## src/rtl/traffic_light_monitor.sv

```systemverilog
// Traffic light monitor: locks onto the observed lamp phase, tracks the RED->REDYLW->GREEN->YELLOW
// sequence and phase durations, and flags illegal codes, order violations and timing violations.
module traffic_light_monitor #(
  parameter int unsigned RED_T    = 20,
  parameter int unsigned REDYLW_T = 4,
  parameter int unsigned GREEN_T  = 20,
  parameter int unsigned YELLOW_T = 4
) (
  input  logic        clk,
  input  logic        rst,
  input  logic        red,
  input  logic        yellow,
  input  logic        green,
  output logic [1:0]  phase,
  output logic        locked,
  output logic        phase_start,
  output logic        err_illegal,
  output logic        err_order,
  output logic        err_duration,
  output logic [15:0] cycle_count,
  output logic [7:0]  err_count
);

  localparam int unsigned DUR_W = 8;
  localparam int unsigned CYC_W = 16;

  typedef enum logic {UNSYNC, TRACK} state_t;

  state_t             state_q, state_d;
  logic [1:0]         phase_d;
  logic               locked_d, phase_start_d;
  logic               err_illegal_d, err_order_d, err_duration_d;
  logic [CYC_W-1:0]   cycle_count_d;
  logic [7:0]         err_count_d;
  logic [DUR_W-1:0]   dur_q, dur_d;
  logic               first_q, first_d;

  logic               code_ok;
  logic [1:0]         code;
  logic [1:0]         succ;
  logic [DUR_W-1:0]   exp_len;

  // Lamp decode: {red,yellow,green}
  always_comb begin
    code_ok = 1'b1;
    code    = 2'd0;
    case ({red, yellow, green})
      3'b100:  code = 2'd0;
      3'b110:  code = 2'd1;
      3'b001:  code = 2'd2;
      3'b010:  code = 2'd3;
      default: code_ok = 1'b0;
    endcase
  end

  assign succ = phase + 2'd1;

  always_comb begin
    case (phase)
      2'd0:    exp_len = DUR_W'(RED_T);
      2'd1:    exp_len = DUR_W'(REDYLW_T);
      2'd2:    exp_len = DUR_W'(GREEN_T);
      default: exp_len = DUR_W'(YELLOW_T);
    endcase
  end

  always_ff @(posedge clk or posedge rst) begin
    if (rst) begin
      state_q      <= UNSYNC;
      phase        <= 2'd0;
      locked       <= 1'b0;
      phase_start  <= 1'b0;
      err_illegal  <= 1'b0;
      err_order    <= 1'b0;
      err_duration <= 1'b0;
      cycle_count  <= '0;
      err_count    <= '0;
      dur_q        <= '0;
      first_q      <= 1'b1;
    end else begin
      state_q      <= state_d;
      phase        <= phase_d;
      locked       <= locked_d;
      phase_start  <= phase_start_d;
      err_illegal  <= err_illegal_d;
      err_order    <= err_order_d;
      err_duration <= err_duration_d;
      cycle_count  <= cycle_count_d;
      err_count    <= err_count_d;
      dur_q        <= dur_d;
      first_q      <= first_d;
    end
  end

  // Next-state and registered-output logic
  always_comb begin
    state_d        = state_q;
    phase_d        = phase;
    locked_d       = locked;
    phase_start_d  = 1'b0;
    err_illegal_d  = 1'b0;
    err_order_d    = 1'b0;
    err_duration_d = 1'b0;
    cycle_count_d  = cycle_count;
    dur_d          = dur_q;
    first_d        = first_q;

    case (state_q)
      UNSYNC: begin
        if (code_ok) begin
          state_d       = TRACK;
          locked_d      = 1'b1;
          phase_d       = code;
          dur_d         = DUR_W'(1);
          first_d       = 1'b1;
          phase_start_d = 1'b1;
        end
      end
      TRACK: begin
        if (!code_ok) begin
          err_illegal_d = 1'b1;
          state_d       = UNSYNC;
          locked_d      = 1'b0;
        end else if (code == phase) begin
          // dur crosses exp_len only once, so an overrun is flagged once per phase
          if (!first_q && dur_q == exp_len) err_duration_d = 1'b1;
          if (dur_q != {DUR_W{1'b1}}) dur_d = dur_q + DUR_W'(1);
        end else if (code == succ) begin
          if (!first_q && dur_q < exp_len) err_duration_d = 1'b1;
          if (phase == 2'd3) cycle_count_d = cycle_count + CYC_W'(1);
          phase_d       = code;
          dur_d         = DUR_W'(1);
          first_d       = 1'b0;
          phase_start_d = 1'b1;
        end else begin
          err_order_d   = 1'b1;
          phase_d       = code;
          dur_d         = DUR_W'(1);
          first_d       = 1'b1;
          phase_start_d = 1'b1;
        end
      end
      default: state_d = UNSYNC;
    endcase

    err_count_d = err_count;
    if ((err_illegal_d || err_order_d || err_duration_d) && err_count != 8'hFF)
      err_count_d = err_count + 8'd1;
  end

endmodule

```

## config.mk

```make
export PLATFORM = sky130hd
export DESIGN_NAME = traffic_light_monitor
export DESIGN_NICKNAME = d
export VERILOG_FILES = /design/src/rtl/traffic_light_monitor.sv
export SDC_FILE = /design/constraint.sdc
export NUM_CORES = 1
export LEC_CHECK = 0
export CORE_MARGIN = 1
export CORE_UTILIZATION = 56
export DETAILED_ROUTE_END_ITERATION = 7
export DONT_BUFFER_PORTS = 1
export PLACE_DENSITY = 0.75
export SLEW_MARGIN = 20
export SYNTH_ARGS = -nofsm -noshare
export SYNTH_HDL_FRONTEND = slang
export SYNTH_SLANG_ARGS = --single-unit
```

## constraint.sdc

```tcl
create_clock -name clk -period 2.5 [get_ports clk]
set_clock_uncertainty 0.2 [all_clocks]
set_input_delay 0.625 -clock clk [delete_from_list [all_inputs] [get_ports clk]]
set_output_delay 0.625 -clock clk [all_outputs]
set_load 0.05 [all_outputs]
```

# Word-level counts from Yosys, hierarchy flattened
# Index checks and enable logic that the tools add are counted.
[totals] reg_bits=41 latch_bits=0 ram_bits=0 rom_bits=0 in_bits=5 out_inout_bits=31 elab_cells=81 memories=0
[classes] addsub=4 multipliers=0 div_mod_pow=0 order_cmp=1 n_eq_ne=16 shift=0 n_mux=34 bitwise_logic=2 reduce_logical=13
[ops] cell="2-to-1 mux 8 bit" count=4
[ops] cell="2-to-1 mux 1 bit" count=20
[ops] cell="adder 16 x 1 -> 16 bit (second input constant)" count=1
[ops] cell="adder 8 x 1 -> 8 bit (second input constant)" count=2
[ops] cell="!= test 8 bit (second input constant)" count=2
[ops] cell="case mux 8 bit (2 select lines)" count=1
[ops] cell="equality test 8 bit" count=1
[ops] cell="less-than comparator 8 bit" count=1
[ops] cell="equality test 3 bit (second input constant)" count=2
[ops] cell="2-to-1 mux 2 bit" count=3
[ops] cell="!= test 2 bit (second input constant)" count=3
[ops] cell="case mux 1 bit (2 select lines)" count=3
[ops] cell="case mux 2 bit (3 select lines)" count=1
[ops] cell="AND reduction 3 bit" count=2
[ops] cell="2-to-1 mux 5 bit" count=1
[ops] cell="AND reduction 5 bit" count=1
[ops] cell="equality test 2 bit" count=2
[ops] cell="equality test 2 bit (second input constant)" count=2
[ops] cell="case mux 2 bit (2 select lines)" count=1
[ops] cell="OR reduction 4 bit" count=1
[ops] cell="equality test 3 x 1 -> 1 bit (second input constant)" count=1
[ops] cell="equality test 3 x 2 -> 1 bit (second input constant)" count=1
[ops] cell="logical AND 1 bit" count=3
[ops] cell="!= test 3 x 2 -> 1 bit (second input constant)" count=1
[ops] cell="other kinds (8)" count=10

# Depth between registers and ports, before layout
# Gate-level depths: netlist (run 1).
[depth] word_depth=12 mapped_depth=11 ltp_nobuf=9

# Least setup slack after synthesis (run 1)
# OpenSTA, ideal clock, no wires.
[synth_path] path_kind="input to register" from="in yellow" to="reg dur_q[7]" setup_ns=0.134 arrival_time_ns=2.548 t_required_ns=2.166 path_slack_ns=-0.382 path_stages=11 path_buffers=2 cell_sequence="buf_2 o21ai_0 nand2_1 ha_1 clkbuf_1 nor2_1 nand4_1 a211oi_1 nand3_1 xor2_1 nor2_1"
[synth_between] elab_chain_len=6 elab_cells_between_ends=15 classes_between="eq/ne: 8; mux: 5; reduce/logical: 2"
[synth_lines] element="from (decl)" line="12" rtl="input logic yellow,"
[synth_lines] element="equality test 3 x 2 -> 1 bit, or another cell as far along" line="47" rtl="case ({red, yellow, green})"
[synth_lines] element="case mux 2 bit (3 select lines)" line="47"
[synth_lines] element="equality test 2 bit" line="124" rtl="end else if (code == phase) begin"
[synth_lines] element="2-to-1 mux 8 bit" line="124"
[synth_lines] element="2-to-1 mux 8 bit" line="120" rtl="if (!code_ok) begin"
[synth_lines] element="case mux 8 bit (2 select lines)" line="108" rtl="case (state_q)"
[synth_lines] element="to (signal assigned)" line="90" rtl="dur_q <= dur_d;"
[synth_lines] element="to (decl)" line="35" rtl="logic [DUR_W-1:0] dur_q, dur_d;"
# Several ways; a longest one is shown, not always the timed one. The select of a mux whose other input is x is not followed.
# A chain may end at the register's enable or synchronous reset.

# Worst setup path after layout (run 1)
[layout_path] from="reg phase[0]" to="reg err_count[6]"
[layout_between] elab_chain_len=12 elab_cells_between_ends=24 classes_between="add/sub: 1; order compare: 1; eq/ne: 4; mux: 11; reduce/logical: 7"
[layout_lines] element="from (decl)" line="14" rtl="output logic [1:0] phase,"
[layout_lines] element="from (signal assigned)" line="82" rtl="phase <= phase_d;"
[layout_lines] element="equality test 2 bit / logical NOT 2 bit (equally long branches)" line="59" rtl="case (phase)"
[layout_lines] element="OR reduction 2 bit (no line)"
[layout_lines] element="2-to-1 mux 5 bit" line="59"
[layout_lines] element="less-than comparator 8 bit" line="129" rtl="if (!first_q && dur_q < exp_len) err_duration_d = 1'b1;"
[layout_lines] element="logical AND 1 bit" line="129"
[layout_lines] element="2-to-1 mux 1 bit" line="129"
[layout_lines] element="2-to-1 mux 1 bit" line="128" rtl="end else if (code == succ) begin"
[layout_lines] element="2-to-1 mux 1 bit" line="124"
[layout_lines] element="2-to-1 mux 1 bit" line="120"
[layout_lines] element="2-to-1 mux 1 bit" line="108"
[layout_lines] element="logical OR 1 bit (*)" line="147" rtl="if ((err_illegal_d || err_order_d || err_duration_d) && err_count != 8'hFF)"
[layout_lines] element="logical AND 1 bit (*)" line="147"
[layout_lines] element="to (signal assigned)" line="89" rtl="err_count <= err_count_d;"
[layout_lines] element="to (decl)" line="21" rtl="output logic [7:0] err_count"
# Every way passes the cells marked *; elsewhere a longest branch is shown, timed or not.

==> results of run 1 <==
critical path, stage by stage, from the launching register on:
cell and delay (ns):
dfrtp_2 0.44, ha_4 0.27, xnor2_2 0.13, a2bb2oi_2 0.17, o22ai_4 0.27, o2bb2a_4 0.19, nor3b_4 0.18, nor4b_2 0.27
mux2_1 0.35
power breakdown:
| group | switching, W | leakage, nW | internal [W] | total (W) |
|---|---|---|---|---|
| clock network | 0.000240 | 0.0574 | 0.000325 | 0.000565 |
| registers | 0.000315 | 0.522 | 0.000781 | 0.00110 |
| logic | 0.000494 | 0.718 | 0.000431 | 0.000925 |
path summary, 6_finish.rpt:
check,start,to,slack (ns),cells past startpoint
hold reg to reg,first_q,first_q,0.37,2
setup / recovery,phase[0],err_count[6],-0.08,8
min in group clk,red,phase[1],0.22,1
max in group asynchronous,rst,cycle_count[0],1.30,2
setup reg to reg,phase[0],err_count[6],-0.08,8
hold / removal,rst,err_illegal,0.11,1
through the flow:
stage               worst slack, ns  setup TNS, ns  cells  power (W)  instance area, sq um
floorplan                    -0.149         -0.897    212    0.00162                  2270
global placement             -0.142         -0.503    296    0.00186                  2600
detailed placement           -0.189         -0.900    296    0.00190                  2600
CTS                         -0.0795         -0.198    306    0.00256                  2810
global route                 -0.160          -1.45    309    0.00271                  2860
finish                      -0.0807         -0.303    309    0.00259                  2860
metal layers:
metal	part of all wire [%]	track usage [%]	vias to the layer above
li1	-	-	841
met1	40	32.7	884
met2	52	45.7	65
met3	5.4	8.10	10
met4	1.9	11.4	0
met5	0	0	-
synthesized netlist by cell type (2+ instances only):
cell      count  area share, %
nor3b_1       2           0.68
a21oi_1      10            2.3
xnor2_1      17            6.7
buf_2         2           0.45
nor4_1        2           0.57
mux2_2        2            1.0
nand3b_1      2           0.68
o21ai_0       5            1.1
ha_1          8            4.5
mux2_1        5            2.6
nand2b_1      2           0.57
nand4_1       8            2.3
nand2_1      16            2.7
inv_1        13            2.2
nand3_1       8            1.8
a31oi_1       2           0.57
nor3_1        6            1.4
xor2_1        8            3.2
dfrtp_1      40             45
nor2b_1       2           0.57
nor2_1       20            3.4
flip-flops by register name (all words and copies together) (netlist names):
| name | flops |
|---|---|
| err_order | 1 |
| err_count | 8 |
| phase_start | 1 |
| phase | 2 |
| err_illegal | 1 |
| dur_q | 8 |
| state_q | 1 |
| first_q | 1 |
| err_duration | 1 |
| locked | 1 |
| cycle_count | 16 |
final cells by class:
cell class / count / area [sq um] / area share (%)
multi-input combinational: 153 / 1250 / 43.6
tap: 48 / 60.1 / 2.10
clock inverter: 2 / 37.5 / 1.31
clock buffer: 6 / 82.6 / 2.88
sequential: 41 / 1030 / 36.0
inverter: 13 / 48.8 / 1.70
timing repair buffer: 46 / 357 / 12.5
kinds of logic (layout without fill, tap and decap cells):
kind of cell,after synthesis,in the layout,synth area share (%)
adders and majority gates,8,8,4.54
and+or+nand+nor,82,82,21.6
DFF,41,41,46.6
buffers and inverters,18,67,3.69
muxes,7,7,3.57
AOI/OAI and AO/OA,31,31,10.2
xor gates and xnor gates,25,25,9.93
what timing repair did:
action | in CTS | in global routing
buffers inserted | 3 | 3
gates cloned | 0 | 0
setup endpoints to repair | 8 | 16
gates resized for setup | 13 | 9
pin swaps | 11 | 12
==> out/qor.csv, run 1 <==
stage;metric;value;unit
run_status;status;complete, but fails checks;
run_status;violations;negative setup slack;
floorplan;pin_count;36;
final_layout;final_common_cell;buf_4;
route;wl_per_cell;16.6;um
final_layout;layout_common_cells;buf_4 (43), dfrtp_1 (38), xnor2_1 (16), nor2_1 (16), nand2_1 (15);
global_routing;grt_pass1_wl;8670;um
floorplan;initial_core_util;59.4;%
synthesis;syn_area_per_cell;10.4;sq um
floorplan;rows;22;
setup_path;critPathLaunchType;flop;
flow_run;cap_viol_max_count;0;
clock_tree;clk_pin_slew;0.08;ns
route;route.vias.total;1800;
clock_tree;cts_buffer_depth;2;
global_routing;grt_max_degree;20;
clock_tree;h-tree-depth;2;
synthesis;ys_warn_count;0;
setup_path;critPathKind;flop to flop;
route;drt_iter0_markers;104;
setup_path;critPathMaxFanout;6;
global_routing;antenna_found_initial;0;
timing;worst_slew_pin_slew;0.708;ns
clock_tree;cts_hold_buf;0;
placed_design;place_congestion;0.810;
clock_tree;cts_tree;yes;
clock_tree;cts_root_buf;clkbuf_8;
route;routed_wl;5120;um
power_and_ir_drop;ir_drop;0.442;mV
floorplan;die_h;64.8;um
floorplan;core;3720;sq um
final_layout;antenna_cells;0;
global_routing;grt_remaining_overflow;0;
clock_tree;clock_latency;0.30;ns
power_and_ir_drop;p_per_area;903;nW/um^2
placed_design;port_buffers;0;
power_and_ir_drop;p_leak;1.30;nW
timing;relSlewSlack;52.7;%
timing;setup_viol;10;
clock_tree;cts_made_buffers;5;
route;drc;0;
route;viasPerCell;5.83;
setup_path;endpoint_kind;flop;
floorplan;die_width;64.8;um
timing;rsz0062_at_grt;yes;
setup_path;critPathArrivalTime;2.57;ns
timing;finalCriticalPeriod;2.58;ns
final_layout;drive_gt1_share;35.2;%
worst_hold_path;worstHoldPathType;input port to asynchronous set/reset pin;
final_layout;fillCellCount;235;
timing;drv_slew;0;
final_layout;synthToLayoutAreaGrowth;29.8;%
route;dr.pass1.iters;4;
synthesis;synthCells;212;
route;drtAntennaViolNets;0;
synthesis;syn_area;2210;sq um
synthesis;synth_edf_count;0;
timing;layout_setup_ws;-0.0807;ns
global_routing;grtUsageTotal;27.4;%
synthesis;synth-seq-cells;41;
clock_tree;clock-sinks;41;
timing;fmax;387;MHz
timing;hold_violations;0;
timing;holdWs;0.114;ns
synthesis;yosysUniqueCellTypes;53;
final_layout;fin_nets;273;
synthesis;synthFlopType;dfrtp_1;
placed_design;dp_hpwl;3560;um
timing;period_share;103;%
final_layout;post-route-util;77.1;%
synthesis;syn-num-nets;225;
global_routing;grt_pass1_vias;1888;
floorplan;die-area;4190;sq um
synthesis;ys_seq_area_share;46.6;%
synthesis;synthArstFlopShare;100;%
setup_path;worst_ep_required_time;2.49;ns
(Power assumes the default switching activity.)
==> run 2, diff against run 1 <==
CORE_ASPECT_RATIO = 0.6   (was not set)
==> out/qor.csv, run 2 (synthesized netlist as in run 1, its figures left out) <==
stage;metric;value;unit;change
placed_design;dp_hpwl;3860;um;+8.3%
floorplan;die_width;83.0;um;+28%
setup_path;slowest_delay;0.45;ns;about the same
clock_tree;cts_buffer_depth;2;;unchanged
timing;drv_slew;0;;unchanged
final_layout;regMostFlops;cycle_count;;
run_status;status;complete, but fails checks;;
floorplan;die-area;4200;sq um;+0.20%
timing;fmax;393;MHz;+1.4%
route;drt_iter0_markers;185;;+78%
route;drc;0;;unchanged
setup_path;cp_slowest_cell;dfrtp_2;;
setup_path;critPathMaxFanout;7;;+1
final_layout;final_common_cell;buf_4;;
final_layout;final_area;2840;sq um;-0.87%
setup_path;worst_ep_required_time;2.47;ns;-0.02 ns
timing;hold_violations;0;;unchanged
clock_tree;clock_latency;0.29;ns;about the same
power_and_ir_drop;p_per_area;843;nW/um^2;-6.6%
clock_tree;clock-sinks;41;;unchanged
final_layout;reg_top3;cycle_count: 16 flops, dur_q: 8 flops, err_count: 8 flops;;
setup_path;regToRegStartpoint;phase[0];;
power_and_ir_drop;p_leak;1.29;nW;-0.63%
floorplan;initial_core_util;59.3;%;-0.10 points
clock_tree;cts_tree;yes;;
final_layout;drive_gt1_share;35.5;%;+0.27 points
timing;layout_setup_ws;-0.0452;ns;+0.0355 ns
final_layout;layout_common_cells;buf_4 (39), dfrtp_1 (38), nand2_1 (15), nor2_1 (15);;
global_routing;antenna_found_initial;0;;unchanged
final_layout;largest_register_ffs;16;;unchanged
final_layout;synthToLayoutAreaGrowth;28.7;%;
route;drtAntennaViolNets;0;;unchanged
setup_path;critPathLaunchType;flop;;
timing;finalCriticalPeriod;2.55;ns;-0.0355 ns
setup_path;path_buf_inv;0;;unchanged
route;viasPerCell;6.09;;+4.5%
setup_path;crit_family;compound AO/OA/AOI/OAI gates;;
route;route.vias.total;1863;;+3.5%
setup_path;regToRegSetupSlack;-0.05;ns;+0.04 ns
floorplan;rows;17;;-23%
global_routing;grt_remaining_overflow;0;;unchanged
route;routed_wl;5440;um;+6.2%
setup_path;reg2regPathDepth;8;;unchanged
global_routing;grt_max_degree;16;;-20%
clock_tree;clk_pin_slew;0.08;ns;about the same
clock_tree;h-tree-depth;2;;unchanged
global_routing;grt_pass1_vias;1773;;-6.1%
route;wl_per_cell;17.8;um;+7.3%
global_routing;grtUsageTotal;26.8;%;-0.63 points
setup_path;critPathKind;flop to flop;;
timing;setup_viol;7;;-3
timing;period_share;102;%;-1.4 points
setup_path;critPathArrivalTime;2.52;ns;-0.05 ns
setup_path;cp_cell_sequence;ha_4, xnor2_2, a2bb2oi_2, o22ai_4, o2bb2a_4, nor3b_4, nor4b_2, mux2_1;;
power_and_ir_drop;total_power;0.00239;W;-7.4%
run_status;violations;negative setup slack;;
timing;rsz0062_at_grt;yes;;
setup_path;endpoint_kind;flop;;
worst_hold_path;worstHoldPathType;input port to asynchronous set/reset pin;;
placed_design;port_buffers;0;;unchanged
clock_tree;cts_root_buf;clkbuf_8;;
clock_tree;cts_hold_buf;0;;unchanged
floorplan;pin_count;36;;unchanged
final_layout;fin_nets;271;;-0.73%
power_and_ir_drop;ir_drop;0.780;mV;+76%
floorplan;die_h;50.6;um;-22%
placed_design;place_congestion;0.883;;+9.0%
setup_path;reg2reg_to;err_count[6];;
route;dr.pass1.iters;4;;unchanged
clock_tree;cts_made_buffers;5;;unchanged
timing;worst_slew_pin_slew;0.591;ns;-0.117 ns
flow_run;cap_viol_max_count;0;;unchanged
final_layout;antenna_cells;0;;unchanged
timing;relSlewSlack;60.6;%;+7.9 points
global_routing;grt_pass1_wl;8550;um;-1.4%
placed_design;postPlaceCellArea;2590;sq um;-0.34%
floorplan;core;3720;sq um;+0.17%
final_layout;fillCellCount;232;;-1.3%
-- run 2: per-layer routing --
layer	GRT usage, %	part of all wire, %	wire, um
met5	0	0	0
met4	7.76	1.4	78
met3	7.40	7.5	405
met2	42.9	47	2530
met1	36.0	44	2420
-- run 2: power breakdown --
part / internal [W] / switching, W
clock network: 0.000194 / 0.000225
logic: 0.000396 / 0.000521
registers: 0.000781 / 0.000278
total: 0.00137 / 0.00102
-- run 2: worst max path at each step --
stage | startpoint | endpoint | slack, ns | depth (start not counted)
floorplan | phase[1] | err_count[6] | -0.15 | 8
global placement | red | err_count[4] | -0.05 | 7
detailed placement | green | err_count[4] | -0.14 | 7
CTS | phase[0] | cycle_count[14] | -0.04 | 9
global route | phase[0] | cycle_count[7] | -0.17 | 11
finish | phase[0] | err_count[6] | -0.05 | 8
-- run 2: timing repair --
item / CTS / global route
setup buffers: 2 / 2
gates resized for setup: 11 / 18
pin swaps: 13 / 8
endpoints found under the setup margin: 10 / 19
-- run 2: worst reg2reg max path, delay by kind of cell, from the launching register on --
family,cells,cell delay [ns]
muxes,1,0.34
DFF,1,0.45
AOI/OAI and AO/OA,3,0.58
adders and majority gates,1,0.25
and+or+nand+nor,2,0.48
xor gates and xnor gates,1,0.14
-- run 2: final cells by class --
type,count,area [sq um],area share [%]
Sequential cell,41,1030,36.3
Clock buffer,6,72.6,2.56
Timing Repair Buffer,44,349,12.3
Clock inverter,2,10.0,0.353
Tap cell,47,58.8,2.07
Inverter,13,48.8,1.72
Multi-Input combinational cell,153,1270,44.7
-- run 2: per-stage QoR --
stage          setup WS (ns)  utilization, %  instances  setup TNS, ns  hold WS [ns]
3_5_place_dp          -0.138            69.6        294         -0.721         0.313
4_1_cts              -0.0367            73.5        304        -0.0852        0.0663
5_1_grt               -0.173            76.3        306          -1.60        0.0859
6_report             -0.0452            76.3        306         -0.124        0.0567
3_3_place_gp         -0.0523            69.6        294         -0.238         0.300
2_1_floorplan         -0.149               -        212         -0.897         0.288
